[src/rtl/flux_pkg.sv]
// Shared types and helpers for the flux scheduler: state encoding, tag width
// derivation and modulo-N pointer increment.
package flux_pkg;

    typedef enum logic {
        IDLE = 1'b0,
        HOLD = 1'b1
    } state_t;

    // A single flux still needs a 1-bit tag so the port never collapses to zero width.
    function automatic int tag_w(input int n);
        return (n <= 2) ? 1 : $clog2(n);
    endfunction

    function automatic int wrap_inc(input int v, input int n);
        return (v + 1 >= n) ? 0 : v + 1;
    endfunction

endpackage

[src/rtl/flux_scheduler_rr_pick.sv]
// Combinational rotate-search: first set bit of req at or after ptr, wrapping
// at FLUX (which need not be a power of two).
module rr_pick
    import flux_pkg::*;
#(
    parameter int FLUX      = 2,
    parameter int TAG_WIDTH = tag_w(FLUX)
) (
    input  logic [FLUX-1:0]      req,
    input  logic [TAG_WIDTH-1:0] ptr,
    output logic                 found,
    output logic [TAG_WIDTH-1:0] idx
);

    always_comb begin
        logic [TAG_WIDTH-1:0] cand;
        // NOTE: every output gets a default before any branch; a path that
        // skips an assignment would otherwise infer a latch.
        cand  = '0;
        found = 1'b0;
        idx   = '0;
        for (int i = 0; i < FLUX; i++) begin
            cand = TAG_WIDTH'((int'(ptr) + i) % FLUX);
            if (!found && req[cand]) begin
                found = 1'b1;
                idx   = cand;
            end
        end
    end

endmodule

[src/rtl/flux_scheduler.sv]
// Round-robin, burst-locking flux arbiter: grants one flux per cycle and keeps
// it for up to BURST fires (or until it ends a block) so rows stay contiguous.
module flux_scheduler
    import flux_pkg::*;
#(
    parameter int FLUX      = 2,
    parameter int TAG_WIDTH = tag_w(FLUX),
    parameter int BURST     = 8,
    parameter int WAIT_MAX  = 4
) (
    input  logic                 clk,
    input  logic                 rst,
    input  logic [FLUX-1:0]      req,
    input  logic                 fire,
    input  logic                 last,
    output logic                 valid,
    output logic [FLUX-1:0]      grant,
    output logic [TAG_WIDTH-1:0] tag
);

    localparam int BCW = $clog2(BURST + 1);
    localparam int WCW = $clog2(WAIT_MAX + 1);
    localparam logic [BCW-1:0] BURST_LIM = BCW'(BURST);
    localparam logic [WCW-1:0] WAIT_LIM  = WCW'(WAIT_MAX);

    state_t               state, state_nxt;
    logic [TAG_WIDTH-1:0] ptr, ptr_nxt;
    logic [TAG_WIDTH-1:0] owner, owner_nxt;
    logic [BCW-1:0]       burst_cnt, burst_nxt;
    logic [WCW-1:0]       wait_cnt, wait_nxt;

    logic                 pick_found;
    logic [TAG_WIDTH-1:0] pick_idx;

    rr_pick #(
        .FLUX      (FLUX),
        .TAG_WIDTH (TAG_WIDTH)
    ) u_pick (
        .req   (req),
        .ptr   (ptr),
        .found (pick_found),
        .idx   (pick_idx)
    );

    always_ff @(posedge clk) begin
        // NOTE: state registers use non-blocking assignments so every flop
        // samples the pre-edge values regardless of statement order.
        if (rst) begin
            state     <= IDLE;
            ptr       <= '0;
            owner     <= '0;
            burst_cnt <= '0;
            wait_cnt  <= '0;
        end else begin
            state     <= state_nxt;
            ptr       <= ptr_nxt;
            owner     <= owner_nxt;
            burst_cnt <= burst_nxt;
            wait_cnt  <= wait_nxt;
        end
    end

    always_comb begin
        state_nxt = state;
        ptr_nxt   = ptr;
        owner_nxt = owner;
        burst_nxt = burst_cnt;
        wait_nxt  = wait_cnt;
        valid     = 1'b0;
        tag       = '0;

        unique case (state)
            IDLE: begin
                valid = pick_found;
                tag   = pick_found ? pick_idx : '0;
                if (pick_found && fire) begin
                    if (last || BURST == 1) begin
                        ptr_nxt = TAG_WIDTH'(wrap_inc(int'(pick_idx), FLUX));
                    end else begin
                        state_nxt = HOLD;
                        owner_nxt = pick_idx;
                        burst_nxt = BCW'(1);
                        wait_nxt  = '0;
                    end
                end
            end

            HOLD: begin
                if (req[owner]) begin
                    valid    = 1'b1;
                    tag      = owner;
                    wait_nxt = '0;
                    if (fire) begin
                        if (last || (burst_cnt + BCW'(1) == BURST_LIM)) begin
                            state_nxt = IDLE;
                            ptr_nxt   = TAG_WIDTH'(wrap_inc(int'(owner), FLUX));
                            burst_nxt = '0;
                        end else begin
                            burst_nxt = burst_cnt + BCW'(1);
                        end
                    end
                end else begin
                    // Other fluxes stay blocked so the owner's row is not split.
                    wait_nxt = wait_cnt + WCW'(1);
                    if (wait_cnt + WCW'(1) == WAIT_LIM) begin
                        state_nxt = IDLE;
                        ptr_nxt   = TAG_WIDTH'(wrap_inc(int'(owner), FLUX));
                        burst_nxt = '0;
                        wait_nxt  = '0;
                    end
                end
            end

            default: ;
        endcase
    end

    always_comb begin
        grant = '0;
        if (valid) grant[tag] = 1'b1;
    end

endmodule

[config.mk]
export PLATFORM = sky130hd
export DESIGN_NAME = flux_scheduler
export DESIGN_NICKNAME = d
export VERILOG_FILES = /design/src/rtl/flux_pkg.sv /design/src/rtl/flux_scheduler_rr_pick.sv /design/src/rtl/flux_scheduler.sv
export SDC_FILE = /design/constraint.sdc
export NUM_CORES = 1
export LEC_CHECK = 0
export ABC_AREA = 1
export BUFFER_PORTS_ARGS = -buffer_cell sky130_fd_sc_hd__buf_4
export CORE_MARGIN = 1.5
export CORE_UTILIZATION = 45
export CTS_BUF_LIST = sky130_fd_sc_hd__clkbuf_8
export DETAILED_ROUTE_END_ITERATION = 10
export GPL_ROUTABILITY_DRIVEN = 1
export HOLD_SLACK_MARGIN = 0.15
export PLACE_DENSITY = 0.61
export SLEW_MARGIN = 15
export SYNTH_ARGS = -nofsm -noshare
export SYNTH_HDL_FRONTEND = slang
export SYNTH_HIERARCHICAL = 1
export SYNTH_SLANG_ARGS = --single-unit
[constraint.sdc]
create_clock -name clk -period 1.8 [get_ports clk]
set_input_delay 0 -clock clk [delete_from_list [all_inputs] [get_ports clk]]
set_output_delay 0 -clock clk [all_outputs]
set_load 0.05 [all_outputs]
; Yosys cells after proc, flatten, opt, wreduce, memory -nomap -nowiden
; Index checks and enable logic that the tools add are counted.
[totals]
output_inout_bits = 4
ff_bits = 10
[op_classes]
mux = 46
add_sub_neg = 5
magnitude_cmp = 7
eq_ne = 8
n_reduce_logical = 9
n_bitwise = 2
[ops]
columns = operator, n
row1 = $mux 1, 28
row2 = $mux 4, 6
row3 = $mux 3, 4
row4 = $lt 1x2->1 const B, 4
row5 = $pmux 1 s2, 4
row6 = $pmux 4 s2, 1
row7 = $ne 2x2->1 const B, 3
row8 = $pmux 3 s2, 1
row9 = $reduce_and 5->1, 1
row10 = $add 1x1->2 const B, 2
row11 = $add 4x1->4 const B, 1
row12 = $eq 4x4->1 const B, 1
row13 = $ge 2x2->1 const B, 2
row14 = $reduce_and 4->1, 1
row15 = $add 3x1->3 const B, 1
row16 = $eq 3x3->1 const B, 1
row17 = $logic_and 1x1->1, 3
row18 = $ne 3x1->1 const B, 1
row19 = $ne 3x2->1 const B, 1
row20 = $ne 3x3->1 const B, 1
row21 = $reduce_and 3->1, 1
row22 = $mux 2, 1
row23 = $not 1->1, 2
row24 = $reduce_and 2->1, 1
row25 = 5 further kinds, 5

; Depth between registers and ports, before layout
; Gate-level depths: netlist of run 1.
[depth]
ltp_word = 13
mapped_depth = 10
depth_no_buf = 10

; Hierarchy
; The synthesis of run 1 kept the hierarchy.
[by_module_without_submodules]
columns = module, area_per_inst_um2, cells_each, instances
row1 = flux_scheduler, 663.1, 106, 1
row2 = rr_pick, 18.8, 4, 1

; Least setup slack after synthesis of run 1
; OpenSTA, ideal clock, no wires.
[synth_timing]
path_kind = flip-flop to output port
from = register state
to = output grant[0]
path_buffers = 0
arrival_ps = 2241
required_time_ps = 1800
setup_slack_ps = -441
stages_incl_launch_ff = 4
cell_sequence = dfxtp_1 -> inv_2 -> o21ai_0 -> a21oi_1
[synth_between]
elab_chain_cells = 7
elab_cells_between_ends = 9
[synth_lines]
columns = element, line_no
row1 = start: declaration, flux_scheduler.sv:26  ; state_t state, state_nxt;
row2 = start signal: assignment, flux_scheduler.sv:55  ; state <= state_nxt;
row3 = $not 1->1 (no source line), -
row4 = $pmux 1 s2 *, flux_scheduler.sv:72  ; unique case (state)
row5 = named net tag, flux_scheduler.sv:18  ; output logic [TAG_WIDTH-1:0] tag
row6 = $lt 1x2->1 (implied by the code) / $ge 1x1->1 (equally long branches), flux_scheduler.sv:120  ; if (valid) grant[tag] = 1'b1;
row7 = $logic_and 1x1->1 (implied by the code), flux_scheduler.sv:120
row8 = $mux 1 (implied by the code), flux_scheduler.sv:120
row9 = $demux 1 s1 *, flux_scheduler.sv:120
row10 = $mux 2 *, flux_scheduler.sv:120
row11 = end: declaration, flux_scheduler.sv:17  ; output logic [FLUX-1:0] grant,
; Mark *: on every way through the listed nets, which the timed path passes. The rest lies on a longest branch.

; Worst setup path in the final report of run 1
[layout_timing]
from = register wait_cnt[0]
to = register ptr
[layout_between]
elab_chain_cells = 4
[layout_lines]
columns = element, line_no
row1 = start: declaration, flux_scheduler.sv:30  ; logic [WCW-1:0] wait_cnt, wait_nxt;
row2 = start signal: assignment, flux_scheduler.sv:59  ; wait_cnt <= wait_nxt;
row3 = $add 3x1->3, flux_scheduler.sv:105  ; if (wait_cnt + WCW'(1) == WAIT_LIM) begin
row4 = $eq 3x3->1, flux_scheduler.sv:105
row5 = $ne 3x1->1 (no source line), -
row6 = $reduce_and 5->1 (no source line), -
row7 = end signal: assignment, flux_scheduler.sv:56  ; ptr <= ptr_nxt;
row8 = end: declaration, flux_scheduler.sv:27  ; logic [TAG_WIDTH-1:0] ptr, ptr_nxt;
; Every way passes these cells.
; A chain may end at the register's enable or synchronous reset.

==> flow_metrics.env, run 1 <==
export IMPL_gr_usage_all_layers_pct=18.3
export IMPL_maxSlewViolCount=0
export IMPL_grt_overflow=0
export IMPL_power_frac_clock_pct=41.0
export IMPL_topRoutingLayerUsed="met4"
export IMPL_async_flop_share_pct=0
export IMPL_cp_end_kind="register"
export IMPL_antenna_left=0
export IMPL_ctsHtreeMaxLevel=1
export IMPL_synth_common_cells="nand2_1, inv_1, nor2_1"
export IMPL_num_io_pins=10
export IMPL_ys_seq_area_share_pct=29.4
export IMPL_vias=696
export IMPL_synth_top_area_cell="dfxtp_1"
export IMPL_place_gp_congestion=0.766
export IMPL_avgSynthCellArea_sq_um=6.20
export IMPL_tritoncts="built"
export IMPL_yosysTopAreaCellShare_pct=29.4
export IMPL_wl_met1_um=694
export IMPL_cellPowerDensity_mw_per_mm2=813
export IMPL_cp_startpoint="wait_cnt[0]"
export IMPL_path_class="reg -> reg"
export IMPL_syn_cell_area_sq_um=682
export IMPL_grt_pass1_vias=620
export IMPL_swShare_pct=29.8
export IMPL_cts_inserted_buffers=3
export IMPL_hold_class="in -> reg"
export IMPL_hold_slack_ns=0.211
export IMPL_p_leak_uw=0.000404
export IMPL_clock_latency_ns=0.23
export IMPL_synth_enable_flop_cells=0
export IMPL_wl_um=1450
export IMPL_cp_required_ns=1.93
export IMPL_dieHeight_um=41.9
export IMPL_met2RoutedLength_um=675
export IMPL_reg2reg_from="wait_cnt[0]"
export IMPL_hold_path_startpoint="fire"
export IMPL_crit_path_start_kind="register"
export IMPL_row_count=13
export IMPL_hold_viol_final=0
export IMPL_core_sq_mm=0.00135
export IMPL_root_buffer="clkbuf_8"
export IMPL_finalCritPeriodShare_pct=79.9
export IMPL_synth_flop_cell="dfxtp_1"
export IMPL_numPortBuffers=9
export IMPL_ys_types=16
export IMPL_rsz0062_at_grt="no"
export IMPL_synth_area_top_cells="dfxtp_1, nand2_1, inv_1"
export IMPL_wl_per_cell_um=10.5
export IMPL_route_detailed_drc=0
export IMPL_worstMarginPinSlew_ns=0.252
export IMPL_die_area_sq_mm=0.00176
export IMPL_initial_utilization_pct=50.5
export IMPL_antenna_cells=0
export IMPL_max_cap_violations=0
export IMPL_ys_ff_latch=10
export IMPL_clk_pin_slew_ns=0.05
export IMPL_internal_power_uw=476
export IMPL_cp_max_fo=5
export IMPL_clkSinkCount=10
export IMPL_synthToLayoutAreaGrowth_pct=22.2
export IMPL_max_clock_path_buffers=2
export IMPL_ys_warnings_count=6
export IMPL_drt_iter0_markers=11
export IMPL_max_freq_mhz=695
export IMPL_hpwl_um=1150
export IMPL_vias_per_cell=5.04
export IMPL_antenna_found_initial=0
export IMPL_crit_arrival_ns=1.57
export IMPL_status="finished, final reports clean"
export IMPL_first_pass_iters=4
export IMPL_synth_fp_nets=121
export IMPL_synthCells=110
export IMPL_seq_power_share_pct=36.0
export IMPL_final_setup_viol_count=0
export IMPL_route_met3_wl_um=66
export IMPL_power_frac_comb_pct=23.0
export IMPL_vdd_drop_max_v=0.000624
export IMPL_drive_above_1_share_pct=16.3
export IMPL_place_area_sq_um=768
export IMPL_ctsResizeCount=0
export IMPL_grt_max_degree=10
export IMPL_setup_tns_ns=0
export IMPL_design_area_sq_um=833
export IMPL_min_period_ns=1.44
export IMPL_die_w_um=41.9
export IMPL_synth_most_common_cell="nand2_1"
export IMPL_layout_nets=135
export IMPL_power_switching_uw=202
export IMPL_finalClockSkew_ns=0.000812
export IMPL_grt_first_pass_wirelength_um=2540
export IMPL_slew_headroom_pct=83.2
==> state kept, by name, indices dropped and copies added, names as in the netlist <==
name,flops
burst_cnt,4
owner,1
ptr,1
state,1
wait_cnt,3
==> worst paths after layout <==
| kind | end | slack [ns] | depth (start not counted) |
|---|---|---|---|
| worst max-delay path | ptr | 0.36 | 8 |
| worst min-delay path | owner | 0.21 | 4 |
| worst max register to register | ptr | 0.36 | 8 |
| worst min register to register | wait_cnt[0] | 0.47 | 2 |
==> layout make-up <==
cell class / instances / area (sq um)
clock buffer: 4 / 55.1
fill: 139 / 517
inverter: 23 / 86.3
multi-input combinational: 76 / 395
sequential: 10 / 200
tap: 15 / 18.8
timing repair buffer: 10 / 77.6
==> routing by layer <==
| layer | GRT usage (%) | up-vias |
|---|---|---|
| met3 | 1.74 | 2 |
| met1 | 25.6 | 306 |
| li1 | - | 370 |
| met5 | 0 | - |
| met4 | 5.81 | 0 |
| met2 | 29.4 | 18 |
==> what timing repair did <==
action,in CTS,in global routing
endpoints found under the hold margin,10,0
hold buffers,1,0
setup buffers,0,0
==> stage by stage <==
step                      std cells  utilization (%)  total power, uW  setup WS [ns]
after floorplan                 110                -              357          0.175
final                           138             61.7              678          0.361
after global routing            138             61.7              713          0.262
after CTS                       138             61.7              685          0.366
after global placement          133             56.9              399          0.419
after detailed placement        133             56.9              402          0.368
==> logic make-up (layout without fill, tap and decap cells) <==
| kind of cell | after synthesis | after routing | share of synthesized area, % |
|---|---|---|---|
| buf+inv | 24 | 37 | 13.2 |
| fa+ha+maj | 5 | 5 | 9.17 |
| flops | 10 | 10 | 29.4 |
| compound gates | 17 | 17 | 13.0 |
| simple gates | 54 | 54 | 35.2 |
==> placed cells by master, fill, tap and decap left out, types with 3 or more instances in the layout <==
| master | n |
|---|---|
| inv_1 | 22 |
| clkbuf_8 | 4 |
| o21ai_0 | 3 |
| nand2_2 | 3 |
| nand4_1 | 4 |
| nor2_1 | 13 |
| dfxtp_1 | 10 |
| ha_1 | 5 |
| nand3_1 | 7 |
| nand2_1 | 24 |
| a21oi_1 | 11 |
| buf_4 | 9 |
==> worst max-delay path: stages, from the launching register on <==
cell and delay (ns):
dfxtp_1 0.30, ha_1 0.21, ha_1 0.18, inv_1 0.05, nand4_1 0.22, nand2_2 0.14
nor2_1 0.06, a21oi_1 0.11, nor2_1 0.06
==> power groups by stage <==
stage / combinational (uW) / clock, uW / sequential (uW)
final: 156 / 278 / 244
after global routing: 170 / 297 / 245
after CTS: 155 / 285 / 244
after detailed placement: 154 / 0 / 248
after global placement: 151 / 0 / 248
after floorplan: 111 / 0 / 246
Note: power is estimated with default switching activity, not from simulation.
==> run 2: changes to the inputs <==
Settings changed: PLACE_DENSITY 0.61 to 0.64.
Clock period 1.8 ns to 1.2 ns, I/O delays scaled along.
==> run 2 against run 1 <==
  * Global-route usage increased by 4.8 points
  * Combinational power increased by 120%
  * Maximum frequency increased by 2.8%
  * Critical path depth unchanged
  * Total power increased by 68%
  * Die area unchanged
  * Non-clock buffer count increased by 13
  * Clock power increased by 53%
  * Critical path type unchanged
  * Setup slack got worse by 0.56 ns
  * The run now ends with setup timing left
  * Sequential share of layout area decreased by 4.5 points
  * Cell count increased by 9.4%
  * Via count increased by 9.5%
==> flow_metrics.env, run 2 (same netlist as run 1, synthesis figures left out) <==
export IMPL_status="finished, violations left"
export IMPL_violations="setup timing"
export IMPL_worst_slack_ns=-0.200
export IMPL_drt_iter0_markers=17
export IMPL_maxSlewViolCount=0
export IMPL_cp_required_ns=1.33
export IMPL_cp_cell_sequence="ha_4 > ha_4 > inv_2 > nand4_1 > nand2_2 > nor2_2 > a21oi_1 > nor2_1"
export IMPL_grt_pass1_vias=742
export IMPL_layout_common_cells="inv_1, buf_4, nand2_1"
export IMPL_pre_cts_ws_ns=-0.219
export IMPL_clk_pin_slew_ns=0.05
export IMPL_largest_register="burst_cnt"
export IMPL_hold_viol_final=0
export IMPL_cp_end_kind="register"
export IMPL_dieHeight_um=41.9
export IMPL_rsz0062_at_grt="yes"
export IMPL_vias=762
export IMPL_vdd_drop_max_v=0.000956
export IMPL_num_io_pins=10
export IMPL_max_cap_violations=0
export IMPL_cellPowerDensity_mw_per_mm2=1070
export IMPL_hold_slack_ns=0.197
export IMPL_ctsHtreeMaxLevel=1
export IMPL_p_leak_uw=0.000477
export IMPL_seq_power_share_pct=32.2
export IMPL_die_area_sq_mm=0.00176
export IMPL_tritoncts="built"
export IMPL_clock_latency_ns=0.24
export IMPL_grt_max_degree=9
export IMPL_route_detailed_drc=0
export IMPL_worstMarginPinSlew_ns=0.256
export IMPL_crit_arrival_ns=1.53
export IMPL_internal_power_uw=782
export IMPL_first_pass_iters=4
export IMPL_clkSinkCount=10
export IMPL_swShare_pct=31.2
export IMPL_cp_max_fo=5
export IMPL_max_clock_path_buffers=2
export IMPL_wl_um=1810
export IMPL_final_setup_viol_count=8
export IMPL_numPortBuffers=9
export IMPL_layout_nets=148
export IMPL_hpwl_um=1190
export IMPL_fillers=95
export IMPL_hold_class="in -> reg"
export IMPL_fin_util_pct=79.0
export IMPL_antenna_left=0
export IMPL_slew_headroom_pct=82.9
export IMPL_power_switching_uw=355
export IMPL_power_frac_comb_pct=30.4
export IMPL_finalClockSkew_ns=0.00358
export IMPL_cp_common_cell="ha_4"
export IMPL_crit_path_start_kind="register"
export IMPL_antenna_cells=0
export IMPL_critPathTopFamily="simple AND/OR/NAND/NOR gates"
export IMPL_wl_per_cell_um=12.0
export IMPL_synthToLayoutAreaGrowth_pct=56.3
export IMPL_power_frac_clock_pct=37.4
export IMPL_grt_first_pass_wirelength_um=3100
export IMPL_min_period_ns=1.40
export IMPL_vias_per_cell=5.05
export IMPL_row_count=13
export IMPL_drive_above_1_share_pct=47.1
export IMPL_root_buffer="clkbuf_8"
export IMPL_largest_register_ffs=4
export IMPL_finalCritPeriodShare_pct=117
export IMPL_place_gp_congestion=0.807
export IMPL_cts_inserted_buffers=3
export IMPL_max_freq_mhz=714
export IMPL_antenna_found_initial=0
export IMPL_reg_largest_list="burst_cnt: 4 flops, wait_cnt: 3 flops"
export IMPL_crit_buf_inv=1
export IMPL_grt_overflow=0
export IMPL_max_stage_delay_ns=0.33
export IMPL_slowest_stage="dfxtp_2"
export IMPL_initial_utilization_pct=50.5
export IMPL_gr_usage_all_layers_pct=23.1
export IMPL_path_class="reg -> reg"
export IMPL_die_w_um=41.9
export IMPL_core_sq_mm=0.00135
[run 2: changes by cell type in the layout (fill, tap and decap cells not counted), moves of 4 or more]
cell and delta:
dfxtp_1 -6, nand2_1 -9, inv_1 -4, buf_6 +4, dfxtp_2 +6, nand2_2 +9
nor2_2 +4, buf_4 +9, nor2_1 -4
[run 2: through the flow]
stage / setup TNS [ns] / instance area [sq um] / std cells / total power, uW
3_5_place_dp: -1.16 / 851 / 141 / 638
2_1_floorplan: -0.382 / 708 / 110 / 549
6_report: -1.23 / 1070 / 151 / 1140
3_3_place_gp: -0.791 / 851 / 141 / 634
5_1_grt: -1.73 / 1070 / 151 / 1190
4_1_cts: -1.09 / 993 / 150 / 1100
[run 2: routing by layer]
layer / global-route usage (%) / share of wire, %
met5: 0 / 0
met3: 2.61 / 2.0
met4: 12.9 / 2.3
met1: 28.3 / 45
met2: 38.8 / 51
[run 2: worst paths after layout]
check                    from          end  slack, ns  depth (start not counted)
setup reg to reg  wait_cnt[1]          ptr      -0.20                          8
hold reg to reg   wait_cnt[1]  wait_cnt[1]       0.49                          2
setup / recovery  wait_cnt[1]          ptr      -0.20                          8
hold / removal           fire        owner       0.20                          4
[run 2: repair_timing]
action	in CTS	in global routing
setup endpoints to repair	11	11
resized for setup	13	23
hold buffers	1	0
hold endpoints to repair	10	0
setup buffers	4	2
pin swaps	9	7
[run 2: layout make-up]
type                            count  area [sq um]  share of cell area (%)
Multi-Input combinational cell     76           505                    47.4
Sequential cell                    10           208                    19.5
Timing Repair Buffer               23           190                    17.8
Inverter                           23          88.8                    8.33
Clock buffer                        4          55.1                    5.16
Tap cell                           15          18.8                    1.76
[run 2: tightest hold or removal path, cell delays in order]
cell      delay, ns
buf_4          0.10
nand3_1        0.12
inv_1          0.10
a221oi_1       0.07
[run 2: power groups by stage]
stage / Clock, uW / Combinational, uW / Sequential [uW]
finish: 425 / 345 / 367
global route: 452 / 372 / 368
CTS: 428 / 306 / 362
detailed placement: 0 / 271 / 367
global placement: 0 / 268 / 366
floorplan: 0 / 180 / 368
